==> src/rtl/fetch_sequencer.sv <==
// Instruction fetch sequencer: walks a PC through instruction memory from a start pulse
// until a halt opcode, handling stalls, redirects and a saturating issue counter.
module fetch_sequencer #(
    parameter logic [31:0] RESET_PC = 32'h0000_0000,
    parameter logic [5:0]  HALT_OP  = 6'b111111
) (
    input  logic        clk,
    input  logic        rst_n,
    input  logic        start,
    input  logic        stall,
    input  logic        redirect_valid,
    input  logic [31:0] redirect_addr,
    input  logic [5:0]  imem_control,
    output logic [31:0] imem_addr,
    output logic        instr_valid,
    output logic        busy,
    output logic        halted,
    output logic [15:0] instr_count
);

    typedef enum logic [1:0] {
        S_IDLE = 2'd0,
        S_RUN  = 2'd1,
        S_HALT = 2'd2
    } state_e;

    localparam logic [15:0] COUNT_MAX = 16'hFFFF;

    state_e      state_q, state_d;
    logic [31:0] pc_q, pc_d;
    logic [15:0] count_q, count_d;

    logic        is_halt_op;
    logic        issue;
    logic [31:0] redirect_target;

    // Targets are word aligned; the low byte-offset bits are intentionally dropped.
    logic        unused_redirect_low;
    assign unused_redirect_low = ^redirect_addr[1:0];

    assign is_halt_op      = (imem_control == HALT_OP);
    assign redirect_target = {redirect_addr[31:2], 2'b00};

    always_comb begin
        // NOTE: every output of this block gets a default first so no path infers a latch.
        state_d = state_q;
        pc_d    = pc_q;
        count_d = count_q;
        issue   = 1'b0;

        unique case (state_q)
            S_IDLE, S_HALT: begin
                if (start) begin
                    state_d = S_RUN;
                    pc_d    = RESET_PC;
                    count_d = '0;
                end
            end

            S_RUN: begin
                issue = !stall && !is_halt_op;

                // Redirect wins over both stall and halt detection.
                if (redirect_valid) begin
                    pc_d = redirect_target;
                end else if (issue) begin
                    pc_d = pc_q + 32'd4;
                end else if (!stall) begin
                    state_d = S_HALT;
                end

                if (issue && (count_q != COUNT_MAX)) begin
                    count_d = count_q + 16'd1;
                end
            end

            default: begin
                state_d = S_IDLE;
            end
        endcase
    end

    always_ff @(posedge clk or negedge rst_n) begin
        if (!rst_n) begin
            state_q <= S_IDLE;
            pc_q    <= RESET_PC;
            count_q <= '0;
        end else begin
            // NOTE: sequential state uses non-blocking assignments so all registers
            // update together from the values present before the edge.
            state_q <= state_d;
            pc_q    <= pc_d;
            count_q <= count_d;
        end
    end

    assign imem_addr   = pc_q;
    assign instr_valid = issue;
    assign busy        = (state_q == S_RUN);
    assign halted      = (state_q == S_HALT);
    assign instr_count = count_q;

endmodule
==> config.mk <==
export PLATFORM = sky130hd
export DESIGN_NAME = fetch_sequencer
export DESIGN_NICKNAME = d
export VERILOG_FILES = /design/src/rtl/fetch_sequencer.sv
export SDC_FILE = /design/constraint.sdc
export NUM_CORES = 1
export LEC_CHECK = 0
export CAP_MARGIN = 0
export CORE_MARGIN = 1.5
export CORE_UTILIZATION = 57
export CTS_CLUSTER_DIAMETER = 60
export DETAILED_ROUTE_END_ITERATION = 7
export DONT_BUFFER_PORTS = 1
export PLACE_DENSITY = 0.77
export SYNTH_ARGS = -nofsm -noshare
export SYNTH_HDL_FRONTEND = slang
export SYNTH_SLANG_ARGS = --single-unit
==> constraint.sdc <==
create_clock -name clk -period 1.9 [get_ports clk]
set_clock_uncertainty 0.1 [all_clocks]
set_input_delay 0.095 -clock clk [delete_from_list [all_inputs] [get_ports clk]]
set_output_delay 0.095 -clock clk [all_outputs]
set_load 0.02 [all_outputs]
==> results of run 1 <==
-- path summary, 6_finish.rpt --
| kind | endpoint | slack [ns] | cells after the start |
|---|---|---|---|
| setup / recovery | instr_count[13] | 0.04 | 5 |
| hold / removal | imem_addr[6] | -0.02 | 4 |
| setup reg to reg | instr_count[13] | 0.04 | 5 |
| hold reg to reg | instr_count[11] | 0.48 | 1 |
| max in group asynchronous | imem_addr[15] | 1.26 | 2 |
| min in group asynchronous | imem_addr[20] | 0.20 | 2 |
-- per-stage QoR --
stage | setup WS (ns) | TNS [ns] | util, % | std cells
floorplan | -0.00878 | -0.0168 | - | 356
global placement | 0.105 | 0 | 69.2 | 466
detailed placement | 0.0323 | 0 | 69.2 | 466
CTS | 0.0105 | 0 | 79.6 | 516
global route | -0.0472 | -0.186 | 81.8 | 521
finish | 0.0361 | 0 | 81.8 | 521
-- power by group through the flow --
stage          sequential, W  clock (W)  combinational [W]
4_1_cts              0.00138   0.000651            0.00120
3_3_place_gp         0.00139          0            0.00105
6_report             0.00140   0.000654            0.00129
2_1_floorplan        0.00162          0           0.000443
3_5_place_dp         0.00140          0            0.00108
5_1_grt              0.00143   0.000692            0.00139
-- logic make-up (layout without fill, tap and decap cells) --
kind of cell	count (synthesis)	after routing
buf+inv	29	124
mux	7	7
simple gates	155	155
xor+xnor	9	9
other cells	1	2
flops	48	48
fa+ha+maj	2	2
compound gates	104	104
-- cell usage in the layout (no fill, tap or decap), types with 3 or more instances in the layout --
master,netlist,layout
a21oi_1,13,13
a22oi_1,4,4
a31oi_1,12,12
a32oi_1,4,4
a41oi_1,3,3
and2_1,6,5
and3_1,4,4
and4_1,5,5
buf_4,2,65
clkbuf_8,0,6
dfrtp_1,48,41
dfrtp_2,0,7
dlygate4sd3_1,0,41
inv_1,7,6
mux2i_1,7,7
nand2_1,38,37
nand3_1,18,18
nand4_1,13,13
nor2_1,36,35
nor2b_1,3,3
nor3_1,5,5
nor4_1,6,3
nor4_2,2,5
o21ai_0,42,36
o21ai_1,2,7
o311ai_0,8,6
xnor2_1,9,9
-- worst max-delay path, cell delays in order, from the launching register on --
cell and delay [ns]:
dfrtp_2 0.44, ha_4 0.16, and3_4 0.23, a2111oi_4 0.48, a21oi_1 0.12, a31o_2 0.22
-- cell type report --
class	count	area (um2)	share of cell area (%)
repair buffers	108	946	22.6
clock buffers	6	82.6	1.98
multi-input cells	279	1810	43.4
flip-flops and latches	48	1210	29.0
inverters	8	30.0	0.719
clock inverters	2	10.0	0.240
well taps	70	87.6	2.10
-- registers in the layout, summed over array words and instances (netlist names) --
| name | cells |
|---|---|
| state_q | 2 |
| imem_addr | 30 |
| instr_count | 16 |
-- what timing repair did --
| item | 4_1_cts | 5_1_grt |
|---|---|---|
| resized for setup | 0 | 21 |
| buffers inserted | 0 | 5 |
| hold buffers | 42 | 1 |
| setup endpoints to repair | 0 | 36 |
| hold endpoints to repair | 82 | 1 |
-- routing by layer --
layer,up-vias,GRT usage (%)
met5,-,0
met4,0,14.3
met3,22,6.51
met2,176,52.0
met1,1594,42.3
li1,1519,-
-- cell usage after synthesis, types with 3 or more instances --
library cell  instances  share of area [%]
and2_1                6                1.2
and4_1                5                1.4
clkbuf_1             11                1.4
nor2b_1               3               0.62
buf_1                 3               0.37
a22oi_1               4               0.99
xnor2_1               9                2.6
nand2b_1              3               0.62
nand4_2               3                1.2
buf_2                 3               0.50
dfrtp_1              48                 40
mux2i_1               7                2.3
a31oi_1              12                2.5
o31ai_1               3               0.74
nor3_1                5               0.83
nand3_1              18                3.0
o311ai_0              8                2.3
nor4b_1               4                1.2
a41oi_1               3               0.87
o21ai_0              42                6.9
inv_1                 7               0.87
nand4_1              13                2.7
nor2_1               36                4.5
a32oi_1               4                1.2
a21oi_1              13                2.1
nor4_1                6                1.2
nand2_1              38                4.7
and3_1                4               0.83
==> impl_metrics.py, run 1 <==
metrics = {
    "detailed_routing": {
        "met3_wirelength_um": 622,
        "highest_layer": "met4",
        "drc": 0,
        "post_drt_wl_per_cell_um": 18.6,
        "m1WireLength_mm": 3.93,
        "final_antenna_net_count": 0,
        "viasPerCell": 6.36,
        "route.vias.total": 3311,
        "drt_wl_total_mm": 9.71,
        "drt_iter0_drc": 328,
        "wl_met2_mm": 4.91,
        "firstDrtPassIters": 6,
    },
    "timing": {
        "timing.hold.ws_ns": -0.0228,
        "final-max-slew-violation-count": 0,
        "report.final.hold_viol_count": 1,
        "final_min_period_over_clock_period_pct": 98.1,
        "relSlewSlack_pct": 52.0,
        "setup_viol": 0,
        "rsz0062_at_grt": "yes",
        "fmax_mhz": 537,
        "final_critical_path_time_including_i_o_delays_and_setup_ns": 1.86,
        "max_slew.worst_pin.slew_ns": 0.717,
    },
    "yosys": {
        "synth_xor_xnor_area_share_pct": 2.60,
        "synth_top_family_by_area": "simple AND/OR/NAND/NOR gates",
        "synth_compound_area_share_pct": 22.7,
        "synth-edff-count": 0,
        "proportion_of_synthesized_chip_area_in_sequential_cells_pct": 39.6,
        "yosys.area_share.adder_pct": 0.825,
        "yosys.area_share.simple_pct": 27.7,
        "ys_ff_latch": 48,
        "post_synthesis_average_cell_area_um2": 8.54,
        "netlist_instances": 355,
        "mux_contribution_to_synthesized_area_pct": 2.31,
        "mappedNetlistArea_mm2": 0.00303,
        "share_of_async_settable_or_async_resettable_flops_after_synthesis_pct": 100,
        "synth-warning-count": 0,
        "post_synth_num_cell_types": 52,
        "dominant_synthesized_flop_cell": "dfrtp_1",
    },
    "critical_path": {
        "critical_path.endpoint_type": "flop",
        "worst-endpoint-arrival_ns": 1.96,
        "critical_path_required_ns": 2.00,
        "worst_setup_path_startpoint": "instr_count[1]",
        "critPathMaxFanout": 6,
        "path_class": "flop to flop",
        "r2r_start": "instr_count[1]",
        "critPathLaunchType": "flop",
    },
    "global_routing": {
        "overflow": 0,
        "grt_first_pass_wirelength_mm": 15.2,
        "total_global_routing_track_utilization_pct": 32.3,
        "first_global_vias": 3117,
        "grt_antenna_before_repair": 0,
        "grt_start_max_net_pins": 49,
    },
    "pwr": {
        "power.density_cell_area_mw_per_mm2": 801,
        "pwr-share-comb_pct": 38.5,
        "clk_pwr_share_pct": 19.5,
        "fin_total_pwr_w": 0.00335,
        "seqPwrFrac_pct": 42.0,
        "p_int_w": 0.00201,
        "netSwitchingFraction_pct": 39.8,
        "netSwitchingPower_w": 0.00133,
        "p_leak_nw": 1.77,
        "vdd.ir_drop.worst_v": 0.000673,
    },
    "clocking": {
        "root_buffer": "clkbuf_8",
        "cts_num_sinks": 48,
        "cts_made_buffers": 5,
        "cts-root-to-sink-buffers": 2,
        "cts_tree": "yes",
        "clkSlewWorstSetupHoldPaths_ns": 0.10,
        "clock_latency_on_the_worst_skew_pair_ns": 0.31,
        "depth_of_the_cts_h_tree": 2,
    },
    "floorplan": {
        "num_rows": 26,
        "pin_count": 94,
        "initial_utilization_pct": 59.4,
        "die-area_mm2": 0.00577,
        "fp.dieW_um": 75.9,
        "core-area_mm2": 0.00511,
        "die_height_um": 75.9,
    },
    "status": {
        "failed_checks": "hold timing",
        "run_status": "finished, violations left",
    },
    "cells_and_area": {
        "antenna_cells_inserted": 0,
        "post_route_cells_drive_above_1_share_pct": 25.5,
        "fillers": 328,
        "layout.nets": 495,
        "area.growth.synth_to_final_pct": 37.8,
        "post-route-cell-area_mm2": 0.00418,
    },
    "job": {
        "cap_violations": 0,
    },
    "place": {
        "place.port_buffers": 0,
        "place_congestion": 0.906,
        "dp_hpwl_mm": 5.85,
        "detailed_place.area_mm2": 0.00353,
    },
    "worst_hold_path": {
        "worst_hold_path_type": "primary input to flop",
        "hold_start": "redirect_addr[6]",
    },
}
Note: power is estimated with default switching activity, not from simulation.
==> inputs of run 2 (changes only) <==
==> constraint.sdc (replaced) <==
create_clock -name clk -period 1.9 [get_ports clk]
set_clock_uncertainty 0.1 [all_clocks]
set_input_delay 0.38 -clock clk [delete_from_list [all_inputs] [get_ports clk]]
set_output_delay 0.38 -clock clk [all_outputs]
set_load 0.02 [all_outputs]
==> run 2 against run 1 <==
  * The run now ends clean
  * Sequential cell count stayed put
  * First-iteration DRC count is 28% lower
  * Sequential power hardly changed
  * Register-to-register slack worse by 0.02 ns
  * Wire length is 12% lower
==> impl_metrics.py, run 2 (synthesis gave the netlist of run 1 again) <==
metrics = {
    "critical_path": {
        "critPathLaunchType": "flop",
        "critPathMaxFanout": 4,
        "worst-endpoint-arrival_ns": 1.99,
        "path_class": "flop to flop",
        "critical_path_required_ns": 2.00,
        "critical_path.endpoint_type": "flop",
    },
    "clocking": {
        "cts_tree": "yes",
        "root_buffer": "clkbuf_8",
        "cts-root-to-sink-buffers": 2,
        "cts_made_buffers": 5,
        "cts_num_sinks": 48,
        "clkSlewWorstSetupHoldPaths_ns": 0.10,
        "clock_latency_on_the_worst_skew_pair_ns": 0.31,
        "depth_of_the_cts_h_tree": 2,
    },
    "timing": {
        "timing.hold.ws_ns": 0.0837,
        "final-max-slew-violation-count": 0,
        "setup_viol": 0,
        "final_critical_path_time_including_i_o_delays_and_setup_ns": 1.89,
        "setup_slack_ns": 0.0145,
        "rsz0062_at_grt": "yes",
        "report.final.hold_viol_count": 0,
        "fmax_mhz": 530,
        "final_min_period_over_clock_period_pct": 99.2,
    },
    "floorplan": {
        "fp.dieW_um": 75.9,
        "die-area_mm2": 0.00577,
        "die_height_um": 75.9,
        "num_rows": 26,
        "initial_utilization_pct": 59.4,
        "pin_count": 94,
        "core-area_mm2": 0.00511,
    },
    "place": {
        "dp_hpwl_mm": 5.92,
        "place.port_buffers": 0,
        "detailedPlace.worstSlack_ns": -0.0620,
        "place_congestion": 0.879,
    },
    "detailed_routing": {
        "route.vias.total": 3056,
        "highest_layer": "met4",
        "met3_wirelength_um": 770,
        "wl_met2_mm": 4.15,
        "viasPerCell": 6.38,
        "m1WireLength_mm": 3.53,
        "firstDrtPassIters": 4,
        "final_antenna_net_count": 0,
        "drt_iter0_drc": 236,
        "post_drt_wl_per_cell_um": 17.8,
        "drc": 0,
        "drt_wl_total_mm": 8.53,
    },
    "cells_and_area": {
        "most_common_cell_after_layout_fill_and_taps_aside": "buf_4",
        "layout.nets": 453,
        "antenna_cells_inserted": 0,
        "post_route_cells_drive_above_1_share_pct": 26.4,
        "layout.core_utilization_pct": 73.7,
        "area.growth.synth_to_final_pct": 24.2,
        "largest_register_ffs": 30,
        "fillers": 383,
        "final_cell_mix": "buf_4 (62), dfrtp_1 (41), nand2_1 (37)",
    },
    "global_routing": {
        "grt_start_max_net_pins": 49,
        "overflow": 0,
        "total_global_routing_track_utilization_pct": 29.6,
        "grt_antenna_before_repair": 0,
        "first_global_vias": 2888,
        "grt_first_pass_wirelength_mm": 13.9,
    },
    "worst_hold_path": {
        "worst_hold_path_type": "primary input to flop",
    },
    "pwr": {
        "p_leak_nw": 1.62,
        "power.density_cell_area_mw_per_mm2": 873,
        "vdd.ir_drop.worst_v": 0.000574,
        "fin_total_pwr_w": 0.00329,
    },
    "job": {
        "cap_violations": 0,
    },
    "status": {
        "run_status": "complete, no violations",
    },
}
[run 2: cell types whose count changed in the layout (fill, tap and decap cells not counted), sizes merged]
cell / change
buf: -2
clkinv: -1
bufinv: +1
dlygate4sd3: -40
[run 2: stage by stage]
step                cell area [um2]  instances  TNS [ns]
floorplan                      3080        356   -0.0168
global placement               3520        464         0
detailed placement             3520        464   -0.0620
CTS                            3680        476         0
global route                   3770        479    -0.151
finish                         3770        479         0
[run 2: where the power goes]
part / switching, W / leakage (nW) / internal [W]
Clock: 0.000351 / 0.0552 / 0.000391
Sequential: 0.000182 / 0.613 / 0.00120
Combinational: 0.000729 / 0.956 / 0.000438
[run 2: routing by layer]
layer | vias to the layer above | track usage [%]
met2 | 140 | 47.4
met1 | 1472 | 40.5
li1 | 1434 | -
met4 | 0 | 8.15
met3 | 10 | 6.75
met5 | - | 0
[run 2: final cells by class]
type,count,area [um2],area share [%]
clock buffers,6,72.6,1.93
clock inverters,2,35.0,0.930
inverters,8,32.5,0.864
multi-input cells,279,1790,47.6
flip-flops and latches,48,1210,32.1
well taps,70,87.6,2.33
repair buffers,66,534,14.2
[run 2: worst paths after layout]
check | start | depth (start not counted) | to | slack, ns
worst max register to register | state_q[1] | 7 | instr_count[13] | 0.01
worst max-delay path | state_q[1] | 7 | instr_count[13] | 0.01
min in group asynchronous | rst_n | 2 | imem_addr[25] | 0.49
worst min-delay path | redirect_addr[31] | 2 | imem_addr[31] | 0.08
worst min register to register | imem_addr[23] | 1 | imem_addr[23] | 0.47
max in group asynchronous | rst_n | 2 | instr_count[1] | 0.96
[run 2: critical path, stage by stage (launching register included)]
cell	delay, ns
dfrtp_1	0.40
nand2b_4	0.16
inv_4	0.07
o211ai_1	0.12
buf_4	0.19
a2111oi_4	0.41
a21oi_1	0.12
a31o_2	0.23
[run 2: what timing repair did]
item	in CTS	in global routing
gates resized for setup	0	22
setup endpoints to repair	1	31
buffers inserted	2	3
hold buffers	2	0
cloned	0	0
endpoints found under the hold margin	48	0
pin swaps	1	5
==> inputs of run 3 (changes only) <==
Settings changed: CORE_UTILIZATION 57 to 50, PLACE_DENSITY 0.77 to 0.7.
Clock period 1.9 ns to 1.7 ns, I/O delays scaled along.
==> run 3 against run 2 <==
  * The run now ends with setup timing left
  * Count of clock-buffer cells in the layout grew 2
  * First-iteration DRC count up 25%
  * Non-clock buffer count grew 46
  * Die area up 13%
  * Wire length grew 17%
  * Global-route usage shrank 0.33 points
  * Hold slack worse by 0.028 ns
  * Fmax up 4.9%
  * Largest power group is now combinational cells
==> impl_metrics.py, run 3 (synthesis gave the netlist of run 1 again) <==
metrics = {
    "place": {
        "place_congestion": 0.839,
        "dp_hpwl_mm": 6.40,
        "place.port_buffers": 0,
    },
    "clocking": {
        "root_buffer": "clkbuf_8",
        "cts_tree": "yes",
        "clkSlewWorstSetupHoldPaths_ns": 0.10,
        "clock_latency_on_the_worst_skew_pair_ns": 0.30,
        "cts_num_sinks": 48,
        "cts-root-to-sink-buffers": 2,
        "cts_made_buffers": 5,
        "depth_of_the_cts_h_tree": 2,
    },
    "cells_and_area": {
        "largest_register_ffs": 30,
        "antenna_cells_inserted": 0,
        "layout.nets": 499,
        "area.growth.synth_to_final_pct": 47.9,
        "most_common_cell_after_layout_fill_and_taps_aside": "buf_4",
        "final_cell_mix": "buf_4 (91), nand2_1 (37), dfrtp_1 (34)",
        "post_route_cells_drive_above_1_share_pct": 41.5,
    },
    "critical_path": {
        "cpPeakStageDelay_ns": 0.48,
        "worst_setup_path_startpoint": "instr_count[5]",
        "worstPathCellList": "nand4_4 -> buf_6 -> or4_4 -> a2111oi_4 -> xnor2_1 -> nor2_1",
        "worst-endpoint-arrival_ns": 1.89,
        "r2r_start": "instr_count[5]",
        "critPathMaxFanout": 3,
        "critPathLaunchType": "flop",
        "worstSetupEndpoint": "instr_count[15]",
        "worstReg2RegEnd": "instr_count[15]",
        "critical_path.endpoint_type": "flop",
        "slowest_stage": "or4_4",
        "ff2ff_path_depth": 6,
        "ff2ff_setup_slack_ns": -0.1,
        "critical_path_required_ns": 1.79,
        "path_class": "flop to flop",
    },
    "timing": {
        "final_min_period_over_clock_period_pct": 106,
        "timing.hold.ws_ns": 0.0555,
        "rsz0062_at_grt": "yes",
        "final_critical_path_time_including_i_o_delays_and_setup_ns": 1.80,
        "final-max-slew-violation-count": 0,
        "setup_total_negative_slack_ns": -0.943,
        "setup_viol": 24,
        "fmax_mhz": 556,
        "report.final.hold_viol_count": 0,
        "setup_slack_ns": -0.0973,
    },
    "detailed_routing": {
        "firstDrtPassIters": 5,
        "drt_wl_total_mm": 9.96,
        "route.vias.total": 3373,
        "post_drt_wl_per_cell_um": 18.8,
        "drc": 0,
        "viasPerCell": 6.36,
        "drt_iter0_drc": 296,
        "final_antenna_net_count": 0,
    },
    "status": {
        "failed_checks": "setup timing",
        "run_status": "finished, violations left",
    },
    "floorplan": {
        "die_height_um": 80.9,
        "core-area_mm2": 0.00589,
        "num_rows": 28,
        "initial_utilization_pct": 51.5,
        "fp.dieW_um": 80.9,
        "die-area_mm2": 0.00654,
        "pin_count": 94,
    },
    "global_routing": {
        "grt_first_pass_wirelength_mm": 14.8,
        "total_global_routing_track_utilization_pct": 29.2,
        "grt_start_max_net_pins": 49,
        "grt_antenna_before_repair": 0,
        "overflow": 0,
        "first_global_vias": 3064,
    },
    "pwr": {
        "seqPwrFrac_pct": 39.5,
        "vdd.ir_drop.worst_v": 0.000786,
        "pwr-share-comb_pct": 41.1,
        "netSwitchingFraction_pct": 39.4,
        "netSwitchingPower_w": 0.00156,
        "clk_pwr_share_pct": 19.3,
        "power.density_cell_area_mw_per_mm2": 882,
        "p_leak_nw": 1.93,
        "p_int_w": 0.00240,
    },
    "worst_hold_path": {
        "worst_hold_path_type": "primary input to flop",
    },
    "job": {
        "cap_violations": 0,
    },
}
[run 3: layout make-up]
| type | count | area, um2 |
|---|---|---|
| Inverter | 8 | 37.5 |
| Timing Repair Buffer | 112 | 966 |
| Fill cell | 395 | 1400 |
| Tap cell | 75 | 93.8 |
| Clock buffer | 8 | 100 |
| Sequential cell | 48 | 1220 |
| Multi-Input combinational cell | 279 | 2070 |
[run 3: worst min-delay path by stage]
stage | cells past startpoint | to | slack (ns) | startpoint
final | 2 | imem_addr[27] | 0.06 | redirect_addr[27]
after global routing | 2 | imem_addr[25] | 0.05 | redirect_addr[25]
after CTS | 2 | imem_addr[24] | 0.06 | redirect_addr[24]
after detailed placement | 0 | instr_count[14] | -0.05 | rst_n
after global placement | 0 | instr_count[14] | -0.05 | rst_n
after floorplan | 0 | imem_addr[10] | -0.06 | rst_n
[run 3: metal layers]
layer / track usage (%) / wire length [um]
met1: 38.7 / 4150
met2: 47.1 / 4780
met3: 7.42 / 823
met4: 8.79 / 203
met5: 0 / 0
[run 3: critical path: cells and delay by family (launching register included)]
family / cells / cell delay [ns]
buffers and inverters: 1 / 0.15
XOR/XNOR: 1 / 0.16
AO/OA/AOI/OAI: 1 / 0.21
AND/OR/NAND/NOR: 3 / 0.67
flip-flops: 1 / 0.40
[run 3: stage by stage]
step	power, W	setup WS (ns)	std cells	util, %	area (um2)
final	0.00396	-0.0973	530	76.2	4480
after global routing	0.00417	-0.187	530	76.2	4480
after CTS	0.00387	-0.0737	523	73.3	4310
after detailed placement	0.00296	-0.187	501	66.7	3930
after global placement	0.00288	-0.0696	501	66.7	3930
after floorplan	0.00238	-0.207	356	-	3230
[run 3: power by group through the flow]
stage	combinational, W	sequential, W	clock [W]
5_1_grt	0.00176	0.00159	0.000828
6_report	0.00163	0.00156	0.000765
3_3_place_gp	0.00132	0.00156	0
2_1_floorplan	0.000538	0.00184	0
4_1_cts	0.00154	0.00156	0.000773
3_5_place_dp	0.00138	0.00157	0
[run 3: timing repair]
action                                  4_1_cts  5_1_grt
setup buffers                                11        8
endpoints found under the setup margin       30       44
hold buffers                                  2        0
pin swaps                                    27       19
cloned                                        1        0
resized for setup                            36       46
hold endpoints to repair                     48        0
